$ cat src/rtl/vga_sync_timing.sv
// Vertical line counter and registered sync/blanking decode for a VGA raster.
// Consumes the upstream horizontal count and end-of-line strobe; all outputs are flops.
module vga_sync_timing #(
  parameter int unsigned H_ACTIVE    = 640,
  parameter int unsigned H_FP        = 16,
  parameter int unsigned H_SYNC      = 96,
  parameter int unsigned V_ACTIVE    = 480,
  parameter int unsigned V_FP        = 10,
  parameter int unsigned V_SYNC      = 2,
  parameter int unsigned V_BP        = 33,
  parameter bit          SYNC_ACTIVE = 1'b0
) (
  input  logic        clk_25MHz,
  input  logic        rst,
  input  logic [15:0] H_Count_Value,
  input  logic        enable_V_Counter,
  output logic [15:0] V_Count_Value,
  output logic        hsync,
  output logic        vsync,
  output logic        video_on,
  output logic [9:0]  pixel_x,
  output logic [9:0]  pixel_y,
  output logic        frame_start,
  output logic [7:0]  frame_count
);

  localparam int unsigned V_TOTAL = V_ACTIVE + V_FP + V_SYNC + V_BP;

  localparam logic [15:0] H_VIS_END    = 16'(H_ACTIVE);
  localparam logic [15:0] H_SYNC_START = 16'(H_ACTIVE + H_FP);
  localparam logic [15:0] H_SYNC_END   = 16'(H_ACTIVE + H_FP + H_SYNC);
  localparam logic [15:0] V_VIS_END    = 16'(V_ACTIVE);
  localparam logic [15:0] V_SYNC_START = 16'(V_ACTIVE + V_FP);
  localparam logic [15:0] V_SYNC_END   = 16'(V_ACTIVE + V_FP + V_SYNC);
  localparam logic [15:0] V_LAST       = 16'(V_TOTAL - 1);

  logic [15:0] v_count_q, v_count_d;
  logic        hsync_q, hsync_d;
  logic        vsync_q, vsync_d;
  logic        video_on_q, video_on_d;
  logic [9:0]  pixel_x_q, pixel_x_d;
  logic [9:0]  pixel_y_q, pixel_y_d;
  logic        frame_start_q, frame_start_d;
  logic [7:0]  frame_count_q, frame_count_d;

  logic wrap;
  logic h_sync_zone;
  logic v_sync_zone;
  logic visible;

  // enable_V_Counter is a plain level strobe with no backpressure: every cycle
  // it is high advances one line, and the decode always sees the pre-update line.
  always_comb begin
    wrap        = enable_V_Counter && (v_count_q == V_LAST);
    h_sync_zone = (H_Count_Value >= H_SYNC_START) && (H_Count_Value < H_SYNC_END);
    v_sync_zone = (v_count_q >= V_SYNC_START) && (v_count_q < V_SYNC_END);
    visible     = (H_Count_Value < H_VIS_END) && (v_count_q < V_VIS_END);

    v_count_d     = v_count_q;
    frame_count_d = frame_count_q;
    if (enable_V_Counter) begin
      v_count_d = wrap ? 16'd0 : v_count_q + 16'd1;
    end
    if (wrap) begin
      frame_count_d = frame_count_q + 8'd1;
    end

    frame_start_d = wrap;
    hsync_d       = h_sync_zone ? SYNC_ACTIVE : ~SYNC_ACTIVE;
    vsync_d       = v_sync_zone ? SYNC_ACTIVE : ~SYNC_ACTIVE;
    video_on_d    = visible;
    pixel_x_d     = visible ? H_Count_Value[9:0] : 10'd0;
    pixel_y_d     = visible ? v_count_q[9:0] : 10'd0;
  end

  always_ff @(posedge clk_25MHz) begin
    if (rst) begin
      v_count_q     <= 16'd0;
      hsync_q       <= ~SYNC_ACTIVE;
      vsync_q       <= ~SYNC_ACTIVE;
      video_on_q    <= 1'b0;
      pixel_x_q     <= 10'd0;
      pixel_y_q     <= 10'd0;
      frame_start_q <= 1'b0;
      frame_count_q <= 8'd0;
    end else begin
      v_count_q     <= v_count_d;
      hsync_q       <= hsync_d;
      vsync_q       <= vsync_d;
      video_on_q    <= video_on_d;
      pixel_x_q     <= pixel_x_d;
      pixel_y_q     <= pixel_y_d;
      frame_start_q <= frame_start_d;
      frame_count_q <= frame_count_d;
    end
  end

  assign V_Count_Value = v_count_q;
  assign hsync         = hsync_q;
  assign vsync         = vsync_q;
  assign video_on      = video_on_q;
  assign pixel_x       = pixel_x_q;
  assign pixel_y       = pixel_y_q;
  assign frame_start   = frame_start_q;
  assign frame_count   = frame_count_q;

endmodule

$ cat config.mk
export PLATFORM = sky130hd
export DESIGN_NAME = vga_sync_timing
export DESIGN_NICKNAME = d
export VERILOG_FILES = /design/src/rtl/vga_sync_timing.sv
export SDC_FILE = /design/constraint.sdc
export NUM_CORES = 1
export LEC_CHECK = 0
export BUFFER_PORTS_ARGS = -buffer_cell sky130_fd_sc_hd__buf_2
export CELL_PAD_IN_SITES_DETAIL_PLACEMENT = 1
export CELL_PAD_IN_SITES_GLOBAL_PLACEMENT = 1
export CORE_MARGIN = 8
export CORE_UTILIZATION = 30
export CTS_CLUSTER_SIZE = 20
export DETAILED_ROUTE_END_ITERATION = 12
export PLACE_DENSITY = 0.79
export SLEW_MARGIN = 20
export SYNTH_ARGS = -nofsm -noshare
export SYNTH_HDL_FRONTEND = slang
export SYNTH_SLANG_ARGS = --single-unit
$ cat constraint.sdc
create_clock -name clk_25MHz -period 1.7 [get_ports clk_25MHz]
set_input_delay 0.085 -clock clk_25MHz [delete_from_list [all_inputs] [get_ports clk_25MHz]]
set_output_delay 0.085 -clock clk_25MHz [all_outputs]
set_load 0.01 [all_outputs]
==> flow_summary.json, run 1 <==
{
  "status": "finished, final reports clean",
  "dpl_cell_area_um2": 2560,
  "final_common_cell": "buf_2",
  "cts_tree": "done",
  "finalHoldViolCount": 0,
  "crit_chain": "nor4_4, buf_4, nand4_4, or4_1, a21oi_1",
  "start_kind": "flop",
  "die_w_um": 96.0,
  "die_y_um": 96.0,
  "portBuffers": 66,
  "finalSetupTns_ns": 0,
  "critPathSlowestCell": "or4_1",
  "fillers": 760,
  "dpl.hpwl_mm": 4.71,
  "antenna_found_initial": 0,
  "leakage_nw": 1.23,
  "max_stage_delay_ns": 0.44,
  "numCtsBuffers": 5,
  "drt_pass1_iterations": 4,
  "arrival_ns": 1.89,
  "finClkSkew_ns": 0.00575,
  "max-cap-violations": 0,
  "peakVddDrop_mv": 0.428,
  "cts_max_level": 2,
  "clock-sinks": 48,
  "async_reset_ff_share_pct": 0,
  "clock_latency_ns": 0.31,
  "grt_pass1_wl_mm": 10.1,
  "drv_slew": 0,
  "timing_worst_setup_path_type": "reg2reg",
  "initial_utilization_pct": 30.6,
  "p_per_area_nw_per_um2": 745,
  "gp_congestion": 0.863,
  "synth.avg_cell_area_um2": 9.55,
  "first_global_vias": 2063,
  "finalCriticalPeriod_ns": 1.65,
  "die_area_um2": 9210,
  "clockBufferDepth": 2,
  "ys_warn_count": 0,
  "avgViaCountPerCell": 4.99,
  "diodes": 0,
  "post-route-util_pct": 44.8,
  "area_delta_synth_final_pct": 46.4,
  "cp-startpoint": "V_Count_Value[15]$_SDFFE_PP0P_",
  "drc": 0,
  "netlist_area_um2": 1920,
  "hold_class": "in2reg",
  "min_from": "H_Count_Value[5]",
  "core-area_um2": 6280,
  "route.vias.total": 1902,
  "seq_area_frac_synth_pct": 50.1,
  "clk_pin_slew_ns": 0.10,
  "ys_seq_elements": 48,
  "layout.nets": 326,
  "synth_cells": 201,
  "hold_ws_ns": 0.00780,
  "finalCritPeriodShare_pct": 97.3,
  "root_buffer": "clkbuf_8",
  "cp_max_fo": 8,
  "grt_max_degree": 19,
  "synth_enable_flop_cells": 0,
  "wire_per_inst_um": 16.7,
  "overflow": 0,
  "drt-total-wl_mm": 6.34,
  "synth.distinct_cells": 32,
  "drive_gt1_share_pct": 40.1,
  "num_rows": 29,
  "first_iter_violations": 45,
  "required_ns": 1.94,
  "top_level_ports": 67,
  "setup_viol": 0,
  "fin_area_um2": 2810,
  "timing.rr.start": "V_Count_Value[15]$_SDFFE_PP0P_",
  "clock.fmax_mhz": 604,
  "final_cell_mix": "buf_2, dfxtp_1, buf_4",
  "end_kind": "flop",
  "ys.flop_type": "dfxtp_1",
  "postRouteAntennaNets": 0,
  "track_usage_pct": 14.1,
  "syn_nets": 224
}
==> worst paths after layout <==
check                                              endpoint  slack [ns]  cells past startpoint
worst max-delay path            frame_count[3]$_SDFFE_PP0P_        0.05                      5
worst min-delay path                  pixel_x[5]$_SDFF_PP0_       0.008                      2
worst max register to register  frame_count[3]$_SDFFE_PP0P_        0.05                      5
worst min register to register  frame_count[7]$_SDFFE_PP0P_        0.49                      2
==> area by class of cell <==
class | count | area, µm² | area share (%)
clock buffers | 5 | 68.8 | 2.45
clock inverters | 3 | 46.3 | 1.65
inverters | 5 | 18.8 | 0.668
multi-input cells | 140 | 982 | 35.0
flip-flops and latches | 48 | 965 | 34.3
well taps | 77 | 96.3 | 3.43
repair buffers | 103 | 633 | 22.5
==> metal layers <==
metal / track usage, % / up-vias / wire [µm]
met5: 0 / - / 0
met4: 4.74 / 0 / 89
met3: 3.59 / 10 / 414
met2: 25.0 / 54 / 3160
met1: 16.0 / 920 / 2680
li1: - / 918 / -
==> timing repair <==
action | CTS | global route
resized for setup | 5 | 14
endpoints found under the setup margin | 7 | 11
pin swaps | 6 | 6
hold buffers | 4 | 1
buffers inserted | 1 | 0
hold endpoints to repair | 4 | 1
cloned | 1 | 0
==> Yosys cell counts (all sizes together) (6+ instances only) <==
master	number	area [µm²]
nand4	9	62.6
or4	8	60.1
a21oi	11	55.1
xnor2	9	78.8
nor2	15	56.3
and2	19	119
nand2	6	22.5
dfxtp	48	961
nor4	7	58.8
o31ai	6	45.0
nand3	10	50.1
nor3	10	50.1
==> cell families after synthesis <==
family | Yosys count | synth area share, %
flip-flops | 48 | 50.1
adder cells (fa/ha/maj) | 4 | 2.61
XOR/XNOR | 13 | 5.93
AO/OA/AOI/OAI | 23 | 7.17
buffers and inverters | 14 | 3.39
other | 1 | 0.195
multiplexers | 1 | 0.522
AND/OR/NAND/NOR | 97 | 30.1
==> per-stage QoR <==
| step | instances | worst slack (ns) | power, mW |
|---|---|---|---|
| 6_report | 381 | 0.0451 | 2.09 |
| 5_1_grt | 381 | -0.0123 | 2.16 |
| 4_1_cts | 381 | -0.000237 | 2.10 |
| 3_5_place_dp | 367 | -0.114 | 1.25 |
| 3_3_place_gp | 367 | -0.0210 | 1.25 |
| 2_1_floorplan | 201 | 0.0148 | 1.19 |
==> state kept, by name, summed over array words and instances (netlist names) <==
name,flops
V_Count_Value,16
frame_count,8
video_on,1
frame_start,1
pixel_y,10
hsync,1
vsync,1
pixel_x,10
==> worst max-delay path: cells and delay by family, from the launching register on <==
family                 cells  cell delay [ns]
and+or+nand+nor            3             0.88
buffers and inverters      1             0.19
AOI/OAI and AO/OA          1             0.16
DFF                        1             0.35
==> where the power goes <==
| group | total, mW | switching [mW] | internal (mW) |
|---|---|---|---|
| Combinational | 0.110 | 0.0560 | 0.0543 |
| Sequential | 1.13 | 0.00267 | 1.13 |
| Clock | 0.852 | 0.408 | 0.443 |
| Total | 2.09 | 0.467 | 1.63 |
(Power assumes the default switching activity.)
==> run 2: changes to the inputs <==
--- a/config.mk
+++ b/config.mk
@@ -6,13 +6,11 @@
 export NUM_CORES = 1
 export LEC_CHECK = 0
 export BUFFER_PORTS_ARGS = -buffer_cell sky130_fd_sc_hd__buf_2
-export CELL_PAD_IN_SITES_DETAIL_PLACEMENT = 1
-export CELL_PAD_IN_SITES_GLOBAL_PLACEMENT = 1
 export CORE_MARGIN = 8
 export CORE_UTILIZATION = 30
 export CTS_CLUSTER_SIZE = 20
 export DETAILED_ROUTE_END_ITERATION = 12
-export PLACE_DENSITY = 0.79
+export PLACE_DENSITY = 0.63
 export SLEW_MARGIN = 20
 export SYNTH_ARGS = -nofsm -noshare
 export SYNTH_HDL_FRONTEND = slang
==> constraint.sdc (replaced) <==
create_clock -name clk_25MHz -period 1.8 [get_ports clk_25MHz]
set_input_delay 0.09 -clock clk_25MHz [delete_from_list [all_inputs] [get_ports clk_25MHz]]
set_output_delay 0.09 -clock clk_25MHz [all_outputs]
set_load 0.01 [all_outputs]
==> run 2 against run 1 <==
Effect of this change: global-route usage is 2.7 points lower; clock-buffer cell count is the same; via count shrank 5.5%; clock skew increased by 0.0037 ns; critical path depth rose by 1; hold slack better by 0.0045 ns; non-clock buffer count fell by 9; sequential cell count is the same; core utilization down 2.2 points; clock power is 6.0% lower; critical path type unchanged; highest routed layer unchanged.
==> flow_summary.json, run 2 (synthesized netlist as in run 1, its figures left out) <==
{
  "setup_viol": 0,
  "finalHoldViolCount": 0,
  "overflow": 0,
  "power_mw": 1.96,
  "die_area_um2": 9210,
  "wl_met2_mm": 2.68,
  "finalCritPeriodShare_pct": 94.3,
  "grt_pass1_wl_mm": 8.31,
  "critPathBufInv": 1,
  "stdcell_count": 372,
  "finalCriticalPeriod_ns": 1.70,
  "antenna_found_initial": 0,
  "drive_gt1_share_pct": 35.9,
  "timing_worst_setup_path_type": "reg2reg",
  "clock.fmax_mhz": 589,
  "wl_met3_um": 468,
  "avgViaCountPerCell": 4.83,
  "clockBufferDepth": 2,
  "gp_congestion": 0.823,
  "dpl_cell_area_um2": 2460,
  "cts_tree": "done",
  "switching_share_pct": 22.0,
  "core-area_um2": 6280,
  "die_w_um": 96.0,
  "die_y_um": 96.0,
  "crit_chain": "inv_1, ha_1, and4bb_2, nand4_4, or4_1, a21oi_2",
  "timing.rr.start": "V_Count_Value[0]$_SDFFE_PP0P_",
  "drt_pass1_iterations": 4,
  "first_global_vias": 1720,
  "r2r_setup_slack_ns": 0.10,
  "clock-sinks": 48,
  "initial_utilization_pct": 30.6,
  "min_from": "H_Count_Value[4]",
  "dp.cells": 356,
  "critPathTopFamily": "simple AND/OR/NAND/NOR gates",
  "wl_met1_mm": 2.16,
  "layout.nets": 317,
  "first_iter_violations": 104,
  "root_buffer": "clkbuf_8",
  "top_level_ports": 67,
  "hold_ws_ns": 0.0123,
  "clock_latency_ns": 0.30,
  "area_delta_synth_final_pct": 39.2,
  "hold_class": "in2reg",
  "fin_area_um2": 2670,
  "status": "finished, final reports clean",
  "drv_slew": 0,
  "finClkSkew_ns": 0.00944,
  "required_ns": 2.04,
  "p_switching_uw": 431,
  "combPwrFrac_pct": 4.6,
  "max-cap-violations": 0,
  "cell_internal_pwr_mw": 1.53,
  "cts_max_level": 2,
  "critPathSlowestCell": "or4_1",
  "num_rows": 29,
  "grt_max_degree": 17,
  "end_kind": "flop",
  "final_cell_mix": "buf_2, dfxtp_1, buf_4",
  "peakVddDrop_mv": 0.333,
  "top_layer": "met4",
  "p_clk_share_pct": 40.9,
  "drt-total-wl_mm": 5.34,
  "clk_pin_slew_ns": 0.09,
  "start_kind": "flop",
  "cp-startpoint": "V_Count_Value[0]$_SDFFE_PP0P_",
  "p_per_area_nw_per_um2": 733,
  "postRouteAntennaNets": 0,
  "diodes": 0,
  "portBuffers": 66,
  "numCtsBuffers": 5,
  "final_common_cell": "buf_2",
  "drc": 0,
  "cp_max_fo": 6,
  "arrival_ns": 1.94,
  "largest_register_ff_count": 16,
  "route.vias.total": 1798,
  "leakage_nw": 1.20,
  "power_frac_seq_pct": 54.5,
  "dpl.hpwl_mm": 3.94,
  "post-route-util_pct": 42.6,
  "max_stage_delay_ns": 0.51,
  "track_usage_pct": 11.4,
  "wire_per_inst_um": 14.4
}
run 2: changes by cell type in the layout (fill, tap and decap cells not counted), moves of 2 or more:
cell and change:
buf_4 -7, dfxtp_1 +3, dfxtp_2 -3, inv_1 +2, inv_2 -2
run 2: layout make-up:
cell class / count / area (µm²)
Fill cell: 622 / 3600
Sequential cell: 48 / 961
Multi-Input combinational cell: 140 / 931
Timing Repair Buffer: 94 / 551
Tap cell: 77 / 96.3
Clock buffer: 5 / 68.8
Clock inverter: 3 / 46.3
Inverter: 5 / 18.8
run 2: power by group through the flow:
stage	Combinational, mW	Sequential, mW	Clock [mW]
3_3_place_gp	0.0822	1.09	0
3_5_place_dp	0.0833	1.09	0
5_1_grt	0.100	1.07	0.860
4_1_cts	0.0899	1.07	0.825
6_report	0.0897	1.07	0.801
2_1_floorplan	0.0252	1.10	0
run 2: metal layers:
metal	track usage (%)	vias up
met5	0	-
met4	2.69	0
met3	2.65	2
met2	19.7	57
met1	13.9	840
li1	-	899
run 2: worst reg2reg max path: stages, from the launching register on:
cell      delay [ns]
dfxtp_1         0.32
inv_1           0.07
ha_1            0.14
and4bb_2        0.30
nand4_4         0.15
or4_1           0.52
a21oi_2         0.14
run 2: worst paths after layout:
kind | end | depth (start not counted)
min | pixel_x[4]$_SDFF_PP0_ | 2
max | frame_count[7]$_SDFFE_PP0P_ | 6
max reg2reg | frame_count[7]$_SDFFE_PP0P_ | 6
min reg2reg | frame_count[7]$_SDFFE_PP0P_ | 2
run 2: repair_timing:
item                                    CTS  global route
endpoints found under the hold margin     4             0
setup buffers                             0             3
resized for setup                         0             5
endpoints found under the setup margin    0             7
hold buffers                              4             0
run 2: per-stage QoR:
step	TNS [ns]	worst slack, ns
finish	0	0.102
CTS	0	0.0186
global route	-0.000549	-0.000549
global placement	0	0.0887
floorplan	0	0.0999
detailed placement	0	0.0481
